<file path="src/rtl/updown_counter_mod.sv">
// Parametrised up/down counter with a configurable modulus.
// Supports wrap or saturate at the bounds, synchronous clamped load,
// terminal-count flags and a one-cycle wrap pulse. Intended for the
// menu/selection index beside the button debouncers.
module updown_counter_mod #(
  parameter int WIDTH    = 3,
  parameter int MAX_VAL  = (1 << WIDTH) - 1,
  parameter bit SATURATE = 1'b0
) (
  input  logic             clk,
  input  logic             reset,
  input  logic             enable,
  input  logic             up,
  input  logic             down,
  input  logic             load,
  input  logic [WIDTH-1:0] load_val,
  output logic [WIDTH-1:0] out,
  output logic             at_max,
  output logic             at_min,
  output logic             wrap
);

  // All compares and steps are done one bit wider than the count, so that
  // MAX_VAL = 2**WIDTH-1 and oversized load values never alias.
  localparam logic [WIDTH:0]   MAX_EXT  = (WIDTH+1)'(MAX_VAL);
  localparam logic [WIDTH-1:0] MAX_CNT  = MAX_EXT[WIDTH-1:0];
  localparam logic [WIDTH:0]   ONE_EXT  = (WIDTH+1)'(1);
  localparam logic [WIDTH:0]   ZERO_EXT = {(WIDTH+1){1'b0}};
  localparam logic [WIDTH-1:0] ZERO_CNT = {WIDTH{1'b0}};

  typedef enum logic [1:0] {
    OP_HOLD = 2'd0,
    OP_LOAD = 2'd1,
    OP_DEC  = 2'd2,
    OP_INC  = 2'd3
  } op_e;

  op_e              op_s;
  logic [WIDTH:0]   count_ext_s;
  logic [WIDTH:0]   load_ext_s;
  logic [WIDTH:0]   inc_ext_s;
  logic [WIDTH:0]   dec_ext_s;
  logic [WIDTH-1:0] count_nxt_s;
  logic             wrap_nxt_s;
  logic [WIDTH-1:0] count_r;
  logic             wrap_r;

  // Pick the operation for this edge: load beats down, down beats up.
  always_comb begin
    op_s = OP_HOLD;
    if (load) begin
      op_s = OP_LOAD;
    end else if (enable && down) begin
      op_s = OP_DEC;
    end else if (enable && up) begin
      op_s = OP_INC;
    end else begin
      op_s = OP_HOLD;
    end
  end

  // Widened operands and the candidate +1 / -1 results.
  always_comb begin
    count_ext_s = {1'b0, count_r};
    load_ext_s  = {1'b0, load_val};
    inc_ext_s   = count_ext_s + ONE_EXT;
    dec_ext_s   = count_ext_s - ONE_EXT;
  end

  // Next count and wrap flag, including clamping and bound handling.
  always_comb begin
    count_nxt_s = count_r;
    wrap_nxt_s  = 1'b0;
    case (op_s)
      OP_LOAD: begin
        if (load_ext_s > MAX_EXT) begin
          count_nxt_s = MAX_CNT;
        end else begin
          count_nxt_s = load_val;
        end
      end
      OP_DEC: begin
        if (count_ext_s != ZERO_EXT) begin
          count_nxt_s = dec_ext_s[WIDTH-1:0];
        end else if (SATURATE) begin
          count_nxt_s = count_r;
        end else begin
          count_nxt_s = MAX_CNT;
          wrap_nxt_s  = 1'b1;
        end
      end
      OP_INC: begin
        if (count_ext_s < MAX_EXT) begin
          count_nxt_s = inc_ext_s[WIDTH-1:0];
        end else if (SATURATE) begin
          count_nxt_s = count_r;
        end else begin
          count_nxt_s = ZERO_CNT;
          wrap_nxt_s  = 1'b1;
        end
      end
      OP_HOLD: begin
        count_nxt_s = count_r;
      end
      default: begin
        count_nxt_s = count_r;
        wrap_nxt_s  = 1'b0;
      end
    endcase
  end

  // Count and wrap registers; reset clears both immediately.
  always_ff @(posedge clk or posedge reset) begin
    if (reset) begin
      count_r <= ZERO_CNT;
      wrap_r  <= 1'b0;
    end else begin
      count_r <= count_nxt_s;
      wrap_r  <= wrap_nxt_s;
    end
  end

  assign out    = count_r;
  assign wrap   = wrap_r;
  assign at_max = (count_r == MAX_CNT);
  assign at_min = (count_r == ZERO_CNT);

endmodule

</file>
<file path="config.mk">
export PLATFORM = sky130hd
export DESIGN_NAME = updown_counter_mod
export DESIGN_NICKNAME = d
export VERILOG_FILES = /design/src/rtl/updown_counter_mod.sv
export SDC_FILE = /design/constraint.sdc
export NUM_CORES = 1
export LEC_CHECK = 0
export CAP_MARGIN = 15
export CORE_AREA = 2 2 39 41
export DETAILED_ROUTE_END_ITERATION = 6
export DIE_AREA = 0 0 41 43
export GPL_ROUTABILITY_DRIVEN = 0
export SKIP_CTS_REPAIR_TIMING = 1
export SYNTH_ARGS = -nofsm -noshare
export SYNTH_HDL_FRONTEND = slang
export SYNTH_SLANG_ARGS = --single-unit
</file>
<file path="constraint.sdc">
create_clock -name clk -period 1.3 [get_ports clk]
set_input_delay 0.26 -clock clk [delete_from_list [all_inputs] [get_ports clk]]
set_output_delay 0.26 -clock clk [all_outputs]
set_load 0.02 [all_outputs]
</file>
==> impl_metrics.tcl, run 1 <==
set metrics [dict create \
    synth.distinct_cells 20 \
    peakVddDrop_v 0.000673 \
    clk_pin_slew_ns 0.04 \
    yosys.area.top_type "dfrtp_1" \
    async_flop_share_pct 100 \
    ys_ff_latch 4 \
    dpl.hpwl_microns 877 \
    reg2reg_from "out[0]" \
    drv_slew 0 \
    yosysSeqAreaShare_pct 30.9 \
    synthTopCellsByArea "dfrtp_1 31%, ha_1 15%, nand4_1 5.8%" \
    antenna_left 0 \
    synth_common_cells "4 x dfrtp_1, 4 x ha_1, 4 x inv_1" \
    status "finished with violations" \
    num_rows 14 \
    r2r_slack_ns -0.18 \
    ios 15 \
    drc 0 \
    route.detailed.wl_per_inst_microns 11.7 \
    fin_ws_ns -0.177 \
    dr.pass1.iters 2 \
    clk_latency_ns 0.25 \
    required_ns 1.44 \
    routed_wl_mm 1.02 \
    die_y_microns 43 \
    synth_edf_count 0 \
    fin_crit_sh_pct 114 \
    syn-mean-instance-area_sq_um 8.76 \
    fmax_mhz 677 \
    max_slew.worst_pin.slew_ns 0.282 \
    numClockSinks 4 \
    cts_max_level 1 \
    cts_root_buffer "clkbuf_4" \
    critPathLaunchType "flip-flop" \
    drt_iter0_drc 1 \
    synthFlopType "dfrtp_1" \
    grt_overflow 0 \
    core_sq_um 1380 \
    num-fill-cells 141 \
    slew_headroom_pct 81.0 \
    powerDensity_nw_per_um2 927 \
    grt_max_degree 6 \
    num_vias 407 \
    min_path_type "in2async" \
    setup_violations 3 \
    period_needed_ns 1.48 \
    dieWidth_microns 41 \
    synth_top_area_share_pct 30.9 \
    cts_buffers 3 \
    grt_pass1_wl_mm 1.61 \
    antenna_found_initial 0 \
    multi_input_area_sq_um 270 \
    hold_violations 0 \
    endpoint_kind "flip-flop" \
    start_util_pct 23.4 \
    violations "setup timing" \
    syn_to_final_growth_pct 115 \
    diodes 0 \
    rsz0062_at_grt "true" \
    cts_tree "yes" \
    nets 85 \
    io_buffers 14 \
    fin_cells 87 \
    maxCapViolCount 0 \
    syn_area_sq_um 324 \
    critPathKind "reg2reg" \
    grt_pass1_vias 386 \
    cp-endpoint "out[2]" \
    crit_fanout 4 \
    synth_nets 50 \
    regToRegEndpoint "out[2]" \
    netlist_instances 37 \
    worst-r2r-cell-count 7 \
    crit_start "out[0]" \
    static-leakage-power_nw 0.339 \
    drive_gt1_share_pct 50.7 \
    yosys_warnings 0 \
    power.total_w 0.000647 \
    place_ws_ns -0.318 \
    grt_use_total_pct 13.6 \
    cts_buffer_depth 2 \
    crit_arrival_ns 1.62 \
    drt-vias-per-instance 4.68 \
    dieArea_sq_um 1760 \
    place_inst 82 \
    fin_skew_ns 0.00526 \
    seqCellArea_sq_um 103 \
]
## metal layers
layer  wire (microns)  track usage [%]  vias to the layer above
met2              495             22.8                       14
met3               91             6.28                        0
met5                0                0                        -
met1              428             15.3                      185
li1                 -                -                      208
met4                0             2.00                        0
## critical path, stage by stage, from the launching register on
cell,delay [ns]
dfrtp_2,0.42
inv_4,0.05
buf_4,0.13
ha_4,0.15
and3_4,0.16
o21ai_2,0.11
o41ai_2,0.09
a221oi_2,0.26
## report_power, final
part / switching [W] / internal [W] / total, W
combinational: 0.000128 / 0.000172 / 0.000300
sequential: 0.0000258 / 0.000140 / 0.000166
clock: 0.0000648 / 0.000116 / 0.000181
total: 0.000219 / 0.000428 / 0.000647
## metrics by stage
step / setup TNS, ns / hold slack [ns] / util, % / instance area [sq um]
4_1_cts: -2.30 / 0.196 / 49.3 / 682
3_3_place_gp: -1.51 / 0.464 / 47.4 / 656
6_report: -0.458 / 0.195 / 50.5 / 698
2_1_floorplan: -0.100 / 0.0259 / - / 383
5_1_grt: -0.624 / 0.226 / 50.5 / 698
3_5_place_dp: -1.54 / 0.464 / 47.4 / 656
## final cells by class
cell class                      count  share of cell area [%]
Timing Repair Buffer               30                    37.1
Clock buffer                        4                    3.76
Tap cell                           16                    2.87
Multi-Input combinational cell     29                    38.7
Sequential cell                     4                    14.7
Inverter                            4                    2.87
## cells in the final DEF (no fill, tap or decap), types with 2 or more instances in the layout
cell type,count
nor2_1,2
inv_1,2
dfrtp_2,2
buf_4,16
o21ai_1,3
nand3_1,2
dlymetal6s2s_1,3
ha_4,2
inv_4,2
clkdlybuf4s50_1,8
clkbuf_4,3
dfrtp_1,2
nand4_1,3
## worst min path at each step
stage	endpoint	start	cells past startpoint
after floorplan	out[2]	reset	1
after global placement	out[2]	reset	2
after CTS	out[0]	reset	2
after detailed placement	out[2]	reset	2
after global routing	out[0]	reset	2
final	out[0]	reset	2
## kinds of logic after synthesis
logic type                 synth area share (%)
and+or+nand+nor                            26.3
AOI/OAI and AO/OA                          22.8
buffers and inverters                      4.63
adders and majority gates                  15.4
DFF                                        30.9
## sequential cells by signal, indices dropped and copies added, names as in the netlist
register and flops:
out 3, wrap 1
(Power assumes the default switching activity.)
==> run 2: changes to the inputs <==
- GPL_ROUTABILITY_DRIVEN: 0 -> not set
- GPL_TIMING_DRIVEN: not set -> 0
==> impl_metrics.tcl, run 2 (synthesis results as in run 1) <==
set metrics [dict create \
    peakVddDrop_v 0.000442 \
    crit_slowest_cell "dfrtp_2" \
    largest_reg_flops 3 \
    slew_headroom_pct 77.6 \
    static-leakage-power_nw 0.320 \
    antenna_found_initial 0 \
    crit_arrival_ns 1.61 \
    endpoint_kind "flip-flop" \
    cts_max_level 1 \
    drc 0 \
    grt_use_total_pct 11.2 \
    grt_pass1_vias 334 \
    drive_gt1_share_pct 45.0 \
    clk_latency_ns 0.23 \
    regToRegEndpoint "out[2]" \
    critPathLaunchType "flip-flop" \
    cts_buffers 3 \
    violations "setup timing" \
    grt_overflow 0 \
    grt_max_degree 10 \
    reg2reg_from "out[0]" \
    route.detailed.wl_per_inst_microns 12.5 \
    diodes 0 \
    r2r_slack_ns -0.19 \
    drt_iter0_drc 4 \
    crit_fanout 6 \
    fmax_mhz 671 \
    core_sq_um 1380 \
    dieArea_sq_um 1760 \
    num-fill-cells 148 \
    required_ns 1.43 \
    max_slew.worst_pin.slew_ns 0.335 \
    place_ws_ns -0.377 \
    dr.pass1.iters 2 \
    num_vias 367 \
    hold_violations 0 \
    worst-r2r-cell-count 7 \
    crit_chain "inv_4 > buf_4 > ha_4 > and3_4 > o21ai_2 > o41ai_2 > a221oi_2" \
    crit_start "out[0]" \
    setup_violations 4 \
    final_cell_mix "6 x dlymetal6s2s_1, 6 x clkdlybuf4s50_1, 6 x buf_4" \
    min_path_type "in2async" \
    fin_ws_ns -0.189 \
    routed_wl_microns 947 \
    die_y_microns 43 \
    cts_tree "yes" \
    numClockSinks 4 \
    grt_pass1_wl_mm 1.35 \
    drt-vias-per-instance 4.83 \
    num_rows 14 \
    io_buffers 14 \
    rsz0062_at_grt "true" \
    powerDensity_nw_per_um2 920 \
    fin_crit_sh_pct 115 \
    dieWidth_microns 41 \
    fin_area_sq_um 641 \
    clk_pin_slew_ns 0.04 \
    critical_path.max_stage_delay_ns 0.43 \
    routabilityCongestion 0.768 \
    place_area_sq_um 543 \
    cts_buffer_depth 2 \
    fin_skew_ns 0.00366 \
    antenna_left 0 \
    period_needed_ns 1.49 \
    syn_to_final_growth_pct 97.7 \
    drv_slew 0 \
    status "finished with violations" \
    nets 75 \
    maxCapViolCount 0 \
    critPathKind "reg2reg" \
    start_util_pct 23.4 \
    cts_root_buffer "clkbuf_4" \
    cp-endpoint "out[2]" \
    ios 15 \
    dpl.hpwl_microns 674 \
]
==> run 2: report_power, final <==
group | internal (W) | switching (W) | leakage [nW]
Sequential | 0.000142 | 0.0000346 | 0.0458
Clock | 0.000103 | 0.0000467 | 0.0138
Combinational | 0.000148 | 0.000116 | 0.260
Total | 0.000392 | 0.000197 | 0.320
==> run 2: area by class of cell <==
| type | instances | area, sq um | share of cell area (%) |
|---|---|---|---|
| clock buffers | 3 | 22.5 | 3.52 |
| inverters | 4 | 20.0 | 3.13 |
| multi-input cells | 29 | 278 | 43.4 |
| flip-flops and latches | 4 | 104 | 16.2 |
| well taps | 16 | 20.0 | 3.13 |
| repair buffers | 20 | 196 | 30.7 |
==> run 2: worst min path at each step <==
stage                     endpoint  slack (ns)
after detailed placement      wrap        0.45
after CTS                     wrap        0.22
after floorplan             out[2]        0.03
after global placement        wrap        0.45
final                         wrap        0.22
after global routing          wrap        0.24
==> run 2: per-stage QoR <==
stage	total power, W	TNS, ns	cells	hold WS [ns]	util, %
finish	0.000589	-0.671	76	0.217	46.3
global route	0.000627	-0.845	76	0.243	46.3
CTS	0.000548	-2.48	70	0.219	40.9
detailed placement	0.000394	-1.89	67	0.454	39.2
global placement	0.000394	-1.94	67	0.451	39.2
floorplan	0.000299	-0.100	37	0.0259	-
==> run 2: critical path, delay by kind of cell (launching register included) <==
family	cells	cell delay [ns]
buffers and inverters	2	0.18
and+or+nand+nor	1	0.16
adders and majority gates	1	0.15
DFF	1	0.43
AOI/OAI and AO/OA	3	0.46
==> run 2: per-layer routing <==
layer	vias up	track usage [%]	routed length (microns)	part of all wire, %
met5	-	0	0	0
met4	0	6.00	0	0
met3	0	2.09	60	6.3
met2	11	18.1	481	51
met1	172	13.1	405	43
li1	184	-	-	-
==> run 3: changes to the inputs <==
- RECOVER_POWER: not set -> 25
- REMOVE_ABC_BUFFERS: not set -> 1
==> impl_metrics.tcl, run 3 (synthesis results as in run 1) <==
set metrics [dict create \
    status "finished with violations" \
    violations "setup timing" \
    hold_violations 0 \
    cts_buffer_depth 2 \
    cts_tree "yes" \
    setup_tns_ns -0.538 \
    drt_iter0_drc 3 \
    rsz0062_at_grt "true" \
    drv_slew 0 \
    max_slew.worst_pin.slew_ns 0.374 \
    critical_path.max_stage_delay_ns 0.44 \
    cts_root_buffer "clkbuf_4" \
    grt_pass1_wl_mm 1.15 \
    grt_overflow 0 \
    r2r_slack_ns -0.13 \
    cts_buffers 3 \
    fin_skew_ns 0.00498 \
    place_area_sq_um 484 \
    period_needed_ns 1.47 \
    powerDensity_nw_per_um2 966 \
    drive_gt1_share_pct 36.2 \
    crit_chain "inv_2 > ha_4 > nor2b_4 > buf_4" \
    fin_area_sq_um 581 \
    crit_slowest_cell "dfrtp_2" \
    critPathKind "reg2out" \
    die_y_microns 43 \
    final_cell_mix "7 x clkdlybuf4s50_1, 6 x buf_4" \
    fin_crit_sh_pct 113 \
    crit_arrival_ns 1.21 \
    slew_headroom_pct 74.8 \
    clk_latency_ns 0.23 \
    grt_use_total_pct 9.44 \
    num-fill-cells 139 \
    maxCapViolCount 0 \
    io_buffers 14 \
    dr.pass1.iters 3 \
    dieArea_sq_um 1760 \
    cts_max_level 1 \
    syn_to_final_growth_pct 79.2 \
    crit_family "flip-flops" \
    final_common_cell "clkdlybuf4s50_1" \
    cp_num_buf_inv 2 \
    nets 73 \
    grt_max_degree 10 \
    routabilityCongestion 0.772 \
    drt-vias-per-instance 4.82 \
    fin_ws_ns -0.168 \
    num_rows 14 \
    antenna_found_initial 0 \
    start_util_pct 23.4 \
    place_ws_ns -0.502 \
    reg2reg_from "out[1]" \
    required_ns 1.04 \
    routed_wl_microns 880 \
    endpoint_kind "primary output" \
    min_path_type "in2async" \
    numClockSinks 4 \
    setup_violations 4 \
    crit_fanout 6 \
    core_sq_um 1380 \
    crit_start "out[1]" \
    grt_pass1_vias 308 \
    route.detailed.wl_per_inst_microns 11.9 \
    fmax_mhz 681 \
    critPathLaunchType "flip-flop" \
    antenna_left 0 \
    final_util_pct 42.0 \
    largest_reg_flops 3 \
    clk_pin_slew_ns 0.04 \
    ios 15 \
    static-leakage-power_nw 0.281 \
    dieWidth_microns 41 \
    drc 0 \
    power.total_w 0.000561 \
    diodes 0 \
    peakVddDrop_v 0.000340 \
    num_vias 357 \
]
[run 3: cell count changes in the layout (fill, tap and decap cells not counted), moves of 2 or more]
cell	previous run	this run
inv_4	2	0
ha_1	1	3
dlymetal6s2s_1	6	3
o21ai_0	0	2
inv_2	0	2
[run 3: cell type report]
type,instances,area [sq um],share of cell area (%)
clock buffers,3,22.5,3.88
multi-input cells,29,251,43.3
flip-flops and latches,4,104,17.9
repair buffers,18,168,28.9
inverters,4,15.0,2.59
well taps,16,20.0,3.45
[run 3: stage by stage]
step	hold WS (ns)	std cells
floorplan	0.0261	37
global placement	0.451	67
detailed placement	0.460	67
CTS	0.211	70
global route	0.351	74
finish	0.349	74
[run 3: power by group]
group          switching [W]  internal [W]  total (W)  leakage, nW
Combinational       0.000108      0.000129   0.000236        0.222
Clock              0.0000499      0.000103   0.000153       0.0138
Sequential         0.0000296      0.000142   0.000171       0.0458
[run 3: path summary, 6_finish.rpt]
kind / depth (start not counted) / end
max: 4 / at_min
min in group clk: 3 / out[2]
min: 2 / out[1]
min reg2reg: 2 / out[1]
max reg2reg: 7 / out[1]
max in group asynchronous: 2 / out[0]
[run 3: per-layer routing]
layer  vias to the layer above  global-route usage, %  routed length (microns)
met1                       157                   11.3                      359
met3                         2                   2.09                       76
met2                        18                   14.4                      425
met4                         0                   6.00                       18
li1                        180                      -                        -
met5                         -                      0                        0
